[config.mk]
export PLATFORM = sky130hd
export DESIGN_NAME = i2s_adc_receiver
export DESIGN_NICKNAME = d
export VERILOG_FILES = /design/src/rtl/i2s_adc_receiver.sv
export SDC_FILE = /design/constraint.sdc
export NUM_CORES = 1
export LEC_CHECK = 0
export ABC_AREA = 1
export BUFFER_PORTS_ARGS = -buffer_cell sky130_fd_sc_hd__buf_2
export CORE_ASPECT_RATIO = 2
export CORE_UTILIZATION = 30
export DETAILED_ROUTE_END_ITERATION = 10
export SETUP_SLACK_MARGIN = 0.4
export SYNTH_ARGS = -nofsm -noshare
export SYNTH_HDL_FRONTEND = slang
export SYNTH_SLANG_ARGS = --single-unit
export TNS_END_PERCENT = 10
[constraint.sdc]
create_clock -name clk -period 4.5 [get_ports clk]
set_input_delay 0.675 -clock clk [delete_from_list [all_inputs] [get_ports clk]]
set_output_delay 0.675 -clock clk [all_outputs]
set_load 0.01 [all_outputs]
[src/rtl/i2s_adc_receiver.sv]
// rtl/i2s_adc_receiver.sv - I2S ADC single-slot receiver feeding signed samples to the FIR
module i2s_adc_receiver #(
  parameter int DataWidth  = 12,
  parameter int SlotWidth  = 32,
  parameter bit ChannelSel = 1'b0
) (
  input  logic                        clk,
  input  logic                        resetN,
  input  logic                        sclk,
  input  logic                        lrck,
  input  logic                        adc,
  output logic signed [DataWidth-1:0] adcData,
  output logic                        adcDataValid,
  output logic                        shortSlot
);

  localparam int IdxW = $clog2(SlotWidth + 1);

  typedef enum logic [2:0] {
    IDLE  = 3'd0,
    SKIP  = 3'd1,
    SHIFT = 3'd2,
    LOAD  = 3'd3,
    WAIT  = 3'd4
  } state_t;

  state_t               state;
  logic                 sclk_q;
  logic                 sclk_qq;
  logic                 lrck_q;
  logic                 adc_q;
  logic                 lrck_prev;
  logic                 primed;
  logic [IdxW-1:0]      idx;
  logic [IdxW-1:0]      idx_next;
  logic [DataWidth-1:0] shreg;
  logic                 rise;
  logic                 transition;

  // A rise event is the single clk where the registered sclk has just gone high.
  assign rise = sclk_q & ~sclk_qq;

  // The very first rise after reset has no previous lrck to compare against, so it
  // only primes the tracker; a slot in progress at reset release never counts as a
  // transition and the first partial frame is dropped.
  assign transition = rise & primed & (lrck_q != lrck_prev);

  // Bit index of the current rise within the slot, saturating at the slot length.
  assign idx_next = (idx == IdxW'(SlotWidth)) ? idx : idx + IdxW'(1);

  // Register the raw I2S pins once, plus a second sclk stage for edge detection.
  always_ff @(posedge clk or negedge resetN) begin
    if (!resetN) begin
      sclk_q  <= 1'b0;
      sclk_qq <= 1'b0;
      lrck_q  <= 1'b0;
      adc_q   <= 1'b0;
    end else begin
      sclk_q  <= sclk;
      sclk_qq <= sclk_q;
      lrck_q  <= lrck;
      adc_q   <= adc;
    end
  end

  // Track lrck across rise events and keep the in-slot bit index.
  always_ff @(posedge clk or negedge resetN) begin
    if (!resetN) begin
      primed    <= 1'b0;
      lrck_prev <= 1'b0;
      idx       <= '0;
    end else if (rise) begin
      primed    <= 1'b1;
      lrck_prev <= lrck_q;
      idx       <= transition ? '0 : idx_next;
    end
  end

  // Capture FSM: skip the delay bit, shift DataWidth bits of the selected slot, then publish.
  always_ff @(posedge clk or negedge resetN) begin
    if (!resetN) begin
      state        <= IDLE;
      shreg        <= '0;
      adcData      <= '0;
      adcDataValid <= 1'b0;
      shortSlot    <= 1'b0;
    end else begin
      adcDataValid <= 1'b0;
      case (state)
        IDLE: begin
          if (transition) state <= SKIP;
        end
        SKIP: begin
          if (transition) begin
            state <= SKIP;
          end else if (rise) begin
            if (lrck_q == ChannelSel) begin
              shreg <= DataWidth'(adc_q);
              state <= (DataWidth == 1) ? LOAD : SHIFT;
            end else begin
              state <= WAIT;
            end
          end
        end
        SHIFT: begin
          if (transition) begin
            // Slot ended early: drop the partial word and treat this rise as index 0.
            shortSlot <= 1'b1;
            state     <= SKIP;
          end else if (rise) begin
            shreg <= (shreg << 1) | DataWidth'(adc_q);
            if (idx_next == IdxW'(DataWidth)) state <= LOAD;
          end
        end
        LOAD: begin
          adcData      <= $signed(shreg);
          adcDataValid <= 1'b1;
          state        <= transition ? SKIP : WAIT;
        end
        WAIT: begin
          if (transition) state <= SKIP;
        end
        default: begin
          state <= IDLE;
        end
      endcase
    end
  end

endmodule

; ---- Word level (Yosys, flattened, before mapping)
; Index checks and enable logic that the tools add are counted.
[totals]
register_bits = 41
inputBits = 5
output_inout_bits = 14
wordCells = 58
[classes]
add_sub_neg = 1
n_eq_ne = 16
muxes = 18
n_bitwise = 5
reduce_logical = 6
[op_table]
columns = operator, count
row1 = $mux 12, 5
row2 = $mux 3, 8
row3 = $pmux 12 s2, 1
row4 = $mux 6, 2
row5 = $or 12x1->12, 1
row6 = $pmux 3 s4, 1
row7 = $ne 2x2->1 const B, 5
row8 = $ne 3x3->1 const B, 3
row9 = $add 6x1->6 const B, 1
row10 = $eq 3x2->1 const B, 2
row11 = $eq 6x4->1 const B, 1
row12 = $eq 6x6->1 const B, 1
row13 = $reduce_and 6->1, 1
row14 = $reduce_and 4->1, 1
row15 = $and 1x1->1, 3
row16 = $eq 3x1->1 const B, 1
row17 = $eq 3x3->1 const B, 1
row18 = $logic_not 3->1, 1
row19 = $ne 2x1->1 const B, 1
row20 = $reduce_and 2->1, 1
row21 = $reduce_bool 2->1, 1
row22 = $reduce_or 2->1, 1
row23 = $mux 1, 1
row24 = $ne 1x1->1, 1
row25 = $not 1->1, 1

; ---- Depth between registers and ports, before layout
; Gate-level depths: netlist (run 1).
[depth]
ltp_word = 7
mapped_depth = 12
depth_no_buf = 12

; ---- Worst setup path after synthesis (run 1)
; OpenSTA, ideal clock, no wires.
[synth_timing]
path_kind = register to register
start = reg idx[0]
end = reg state[2]
setup_time_ns = 0.117
arrival_time_ns = 1.292
t_required_ns = 4.383
setup_slack_ns = 3.091
path_stages_with_launch = 11
n_path_buf = 0
period_less_slack_ns = 1.409
cell_sequence = dfrtp_1 inv_1 ha_1 nor2_1 nand3_1 nor2_1 nand3_1 nand2_1 nand2_1 nand2_1 nand2_1
[synth_between]
elab_chain_cells = 5
elab_cells_between_ends = 6
cone_classes = 1 x add/sub / 3 x eq/ne / 1 x mux / 1 x reduce/logical
[synth_rtl]
columns = item, line
row1 = start: declaration, 34  ; logic [IdxW-1:0] idx;
row2 = start signal: assignment, 75  ; idx <= transition ? '0 : idx_next;
row3 = $add 6x1->6 or $eq 6x6->1 (tied branches), 49  ; assign idx_next = (idx == IdxW'(SlotWidth)) ? idx : idx + IdxW'(1);
row4 = $mux 6 *, 49
row5 = $eq 6x4->1 *, 112  ; if (idx_next == IdxW'(DataWidth)) state <= LOAD;
row6 = $ne 3x3->1 (no source line) *, -
row7 = $reduce_and 4->1 (no source line) *, -
row8 = end signal: assignment, 99  ; state <= (DataWidth == 1) ? LOAD : SHIFT;
row9 = end signal: assignment, 118  ; state <= transition ? SKIP : WAIT;
row10 = end: declaration, 27  ; state_t state;
; Every way passes the cells marked *; elsewhere a longest branch is shown, timed or not.
; A chain may end at the register's enable or synchronous reset.

; ---- Worst setup path in the final report (run 1)
[layout_timing]
start = reg sclk_qq
end = reg shreg[3]
[layout_between]
elab_chain_cells = 6
elab_cells_between_ends = 9
cone_classes = 4 x eq/ne / 4 x bitwise / 1 x reduce/logical
[layout_rtl]
columns = item, line
row1 = start: declaration, 29  ; logic sclk_qq;
row2 = start signal: assignment, 60  ; sclk_qq <= sclk_q;
row3 = $not 1->1 *, 41  ; assign rise = sclk_q & ~sclk_qq;
row4 = $and 1x1->1 *, 41
row5 = $and 1x1->1 (2 in series), 46  ; assign transition = rise & primed & (lrck_q != lrck_prev);
row6 = $ne 2x2->1 (no source line), -
row7 = $reduce_and 6->1 (no source line) *, -
row8 = end signal: assignment, 98  ; shreg <= DataWidth'(adc_q);
row9 = end signal: assignment, 111  ; shreg <= (shreg << 1) | DataWidth'(adc_q);
row10 = end: declaration, 36  ; logic [DataWidth-1:0] shreg;
; Marked as above.

==> results of run 1 <==
## Yosys cell counts
cell,number
inv_2,2
nand2_1,34
nor2_4,2
dfrtp_1,41
nor2_2,3
clkbuf_2,1
nor3_4,1
a21oi_1,5
o21ai_0,21
buf_4,1
xor2_1,1
o22ai_1,12
nand3_1,10
nor2_1,9
buf_6,2
nand3_2,1
ha_1,2
o21bai_1,1
o22ai_2,1
inv_1,28
or2_2,1
nand2_2,2
nand2_4,1
nand4_1,1
buf_2,1
## cell families after synthesis
kind of cell | Yosys count | share of synthesized area (%)
AO/OA/AOI/OAI | 40 | 12.8
buffers and inverters | 35 | 8.71
flip-flops | 41 | 58.5
AND/OR/NAND/NOR | 65 | 18.0
adder cells (fa/ha/maj) | 2 | 1.43
XOR/XNOR | 1 | 0.500
## worst paths after layout
kind / to
worst min-delay path: sclk_qq
worst max-delay path: shreg[3]
max in group asynchronous: adc_q
min in group asynchronous: idx[3]
worst min register to register: sclk_qq
worst max register to register: shreg[3]
## metrics by stage
stage | setup WS [ps] | power [mW] | instance area (µm²) | utilization, % | instances
global route | 2690 | 1.06 | 2020 | 35.7 | 266
finish | 2900 | 0.996 | 2020 | 35.7 | 266
global placement | 2880 | 0.664 | 1880 | 33.2 | 258
detailed placement | 2890 | 0.666 | 1880 | 33.2 | 258
CTS | 2880 | 1.01 | 2020 | 35.7 | 266
floorplan | 3090 | 0.608 | 1750 | - | 184
## state kept, by name, summed over array words and instances, names as in the netlist
register,count
adcData,12
shreg,12
idx,6
state,3
adcDataValid,1
adc_q,1
lrck_prev,1
lrck_q,1
primed,1
sclk_q,1
sclk_qq,1
shortSlot,1
## layout make-up
cell class / instances / area (µm²) / area share, %
inverters: 30 / 113 / 5.58
multi-input cells: 108 / 574 / 28.5
well taps: 61 / 76.3 / 3.78
clock buffers: 6 / 129 / 6.39
flip-flops and latches: 41 / 1030 / 50.8
repair buffers: 18 / 90.1 / 4.46
clock inverters: 2 / 10.0 / 0.496
## metal layers
metal  up-vias  global-route usage [%]
met5         -                       0
met4         0                    8.71
met3        14                    2.92
met2        28                    23.7
met1       585                    12.5
li1        632                       -
## worst max-delay path, stage by stage, from the launching register on
cell and delay, ps:
dfrtp_1 390, nor2_4 310, nand3_2 250, inv_1 170, nor2_2 60, nand2_2 190
o22ai_1 110
## power by group through the flow
| stage | sequential, mW | clock (mW) | combinational, mW |
|---|---|---|---|
| after floorplan | 0.458 | 0 | 0.150 |
| final | 0.456 | 0.339 | 0.201 |
| after detailed placement | 0.463 | 0 | 0.203 |
| after global placement | 0.463 | 0 | 0.202 |
| after global routing | 0.464 | 0.358 | 0.239 |
| after CTS | 0.457 | 0.345 | 0.204 |
==> results.toml, run 1 <==
[floorplan]
start_util_pct = 31.0
rows = 39
ios = 19
die_h_um = 110
die_w_um = 56.1
dieArea_mm2 = 0.00617
core_mm2 = 0.00566

[critical_path]
rrSetupSlack_ps = 2900
crit_path_end_kind = "flop"
path_class = "reg -> reg"
crit_arrival_ps = 1750
start_kind = "flop"
reg2reg_depth = 6
r2r_start = "sclk_qq"
crit_fanout = 13
crit_start = "sclk_qq"
required_ps = 4640

[synthesis]
ys_ff_latch = 41
netlist_instances = 184
synth_area_leaders = "dfrtp_1 (59%), nand2_1 (7.3%), inv_1 (6.0%), o21ai_0 (6.0%), o22ai_1 (4.3%)"
ys_seq_area_share_pct = 58.5
syn_nets = 191
synth_warnings = 0
yosysTopAreaCell = "dfrtp_1"
syn_area_per_cell_um2 = 9.53
synth.cell_area_mm2 = 0.00175
synth_top_area_share_pct = 58.5
synth_cell_type_count = 25

[place]
dp_hpwl_um = 2550
gp_congestion = 0.859
portBuffers = 18

[timing]
fin_crit_ps = 1600
max_freq_mhz = 623
skew_ps = 5.18
drv_slew = 0
worst_slew_pin_slew_ps = 871
fin_crit_sh_pct = 35.7
finalSetupViolCount = 0
fin_tns_setup_ps = 0
whs_ps = 372
rsz0062_at_grt = "false"
final_hold_viol_count = 0
relSlewSlack_pct = 41.9

[worst_hold_path]
hold_path_class = "reg -> reg"
hold_depth = 0
min-delay-start = "sclk_q"

[clock_tree]
cts.sinks = 41
cts_hold_buf = 0
cts_root_buf = "clkbuf_16"
post-cts-setup-buffers = 0
worstSkewPairLatency_ps = 280
htreeDepth = 2
numCtsBuffers = 5
ctsLongestPathBuffers = 2
cts.reportedPaths.clkPinSlew_ps = 50
cts_tree = "done"
cts_resized = 0

[grt]
grt_pass1_wl_um = 5950
track_usage_pct = 12.8
grt_max_degree = 42
grt_antenna_before_repair = 0
grt_pass1_vias = 1288
grt-ovfl-total = 0

[detailed_routing]
wirelength_um = 3400
vias = 1259
wl_per_cell_um = 12.8
drtIter0Drc = 21
drc = 0
ant_nets = 0
wl_met2_um = 1880
firstDrtPassIters = 4
wl_met3_um = 102
vias_per_cell = 4.73
top_layer_used = "met4"
met1_length_um = 1270

[finish]
area_growth_pct = 15.1
diodes = 0
final_common_cell = "dfrtp_1"
layout_common_cells = "dfrtp_1 (41), nand2_1 (34), inv_1 (28)"
drive_gt1_share_pct = 19.0
nets = 211
nFillCells = 579

[flow_run]
maxCapViolations = 0

[pwr]
p_leak_nw = 0.978
p_switching_uw = 308
p_seq_share_pct = 45.8
p_int_uw = 688
peakVddDrop_mv = 0.322
clkPwrFrac_pct = 34.0
switching_share_pct = 31.0
power.density_mw_per_mm2 = 494
p_comb_share_pct = 20.2

[outcome]
status = "finished clean"
No activity file was read; power rests on OpenSTA's default activity.
==> inputs of run 2 (changes only) <==
- clock period: 4.5 -> 1.44 ns (I/O delays scaled with it)
==> run 2 against run 1 <==
Compared with the run above: the run now ends with setup timing left; largest cell class unchanged; setup slack got worse by 2900 ps; critical path type unchanged; core utilization rose by 9.1 points; critical path depth rose by 5; routed wire length rose by 21%.
==> results.toml, run 2 (synthesis gave the netlist of run 1 again) <==
[outcome]
status = "complete, but fails checks"
failed_checks = "setup timing"

[pwr]
power.density_mw_per_mm2 = 1410
p_total_mw = 3.58
peakVddDrop_mv = 1.08
p_leak_nw = 1.16

[grt]
grt-ovfl-total = 0
grt_pass1_vias = 1422
met1_usage_pct = 13.9
met2_usage_pct = 27.5
track_usage_pct = 14.3
met3_usage_pct = 2.10
grt_pass1_wl_um = 6540
grt_max_degree = 42
grt_busiest_layer = "met2"
grt_antenna_before_repair = 0

[detailed_routing]
vias = 1366
drtIter0Drc = 28
ant_nets = 0
wirelength_um = 4110
drc = 0
vias_per_cell = 4.73
wl_per_cell_um = 14.2
firstDrtPassIters = 4

[timing]
finalSetupViolCount = 2
relSlewSlack_pct = 84.9
max_freq_mhz = 669
skew_ps = 3.84
rsz0062_at_grt = "true"
finalWorstSetupSlack_ps = -54.4
final_hold_viol_count = 0
fin_crit_sh_pct = 104
worst_slew_pin_slew_ps = 227
drv_slew = 0
fin_crit_ps = 1490

[floorplan]
ios = 19
start_util_pct = 31.0
dieArea_mm2 = 0.00617
core_mm2 = 0.00566
rows = 39
die_w_um = 56.1
die_h_um = 110

[clock_tree]
htreeDepth = 2
cts.sinks = 41
cts.reportedPaths.clkPinSlew_ps = 60
cts_tree = "done"
worstSkewPairLatency_ps = 280
ctsLongestPathBuffers = 2
numCtsBuffers = 5
cts_root_buf = "clkbuf_16"

[critical_path]
required_ps = 1610
path_class = "reg -> reg"
crit_top_cell = "nand2_1"
start_kind = "flop"
crit_path_end_kind = "flop"
slowest_delay_ps = 400
crit_fanout = 3
slowest_stage = "dfrtp_1"
path_cells = "ha_2 > nand2_2 > inv_2 > nor2_4 > nand3_2 > nor2_4 > nand3_2 > nand2_2 > nand2_1 > nand2_1 > nand2_1"
crit_arrival_ps = 1670

[finish]
layout_common_cells = "dfrtp_1 (41), nand2_1 (27), inv_1 (20)"
drive_gt1_share_pct = 47.4
nets = 235
nFillCells = 537
area_growth_pct = 44.4
layout.cells.non_filler = 289
final_common_cell = "dfrtp_1"
diodes = 0
reg_top3 = "adcData x12, shreg x12, idx x6"

[place]
pre_cts_ws_ps = -189
dp_hpwl_um = 2790
portBuffers = 18
place_inst = 273
gp_congestion = 0.813

[worst_hold_path]
hold_path_class = "in -> reg"

[flow_run]
maxCapViolations = 0
==> run 2: worst paths after layout <==
kind | start | to | slack [ps] | cells past startpoint
worst max-delay path | idx[0] | state[2] | -50 | 11
worst min-delay path | lrck | lrck_q | 40 | 1
worst max register to register | idx[0] | state[2] | -50 | 11
worst min register to register | sclk_q | sclk_qq | 410 | 0
max in group asynchronous | resetN | state[1] | 800 | 3
min in group asynchronous | resetN | sclk_q | 430 | 3
==> run 2: power breakdown <==
part / total (mW) / switching, mW / internal, mW
Combinational: 1.05 / 0.583 / 0.463
Clock: 1.10 / 0.419 / 0.678
Sequential: 1.44 / 0.144 / 1.29
Total: 3.58 / 1.15 / 2.43
==> run 2: through the flow <==
| stage | hold WS, ps | cell area (µm²) | setup TNS (ps) | utilization, % |
|---|---|---|---|---|
| final | 37.7 | 2530 | -104 | 44.7 |
| after global routing | 37.4 | 2530 | -373 | 44.7 |
| after CTS | 33.3 | 2430 | -155 | 43.0 |
| after detailed placement | 206 | 2030 | -1330 | 35.9 |
| after global placement | 204 | 2030 | -546 | 35.9 |
| after floorplan | -79.6 | 1770 | 0 | - |
==> run 2: layer usage <==
metal	vias to the layer above	share of wire [%]
met5	-	0
met4	0	2.9
met3	7	1.4
met2	18	59
met1	659	36
li1	682	-
==> run 2: layout make-up <==
cell class	count	area (µm²)	area share, %
clock buffer	6	139	5.49
multi-input combinational	108	801	31.6
tap	61	76.3	3.02
clock inverter	1	7.51	0.297
inverter	30	118	4.65
timing repair buffer	42	364	14.4
sequential	41	1030	40.5
==> run 2: critical path: cells and delay by family (launching register included) <==
| family | cells | cell delay, ps |
|---|---|---|
| buf+inv | 1 | 60 |
| fa+ha+maj | 1 | 210 |
| simple gates | 9 | 720 |
| flops | 1 | 400 |
==> run 2: what timing repair did <==
item	CTS	global route
endpoints found under the setup margin	36	42
gates resized for setup	44	29
setup buffers	5	2
pin swaps	23	10
hold endpoints to repair	41	0
cloned	1	0
hold buffers	1	0
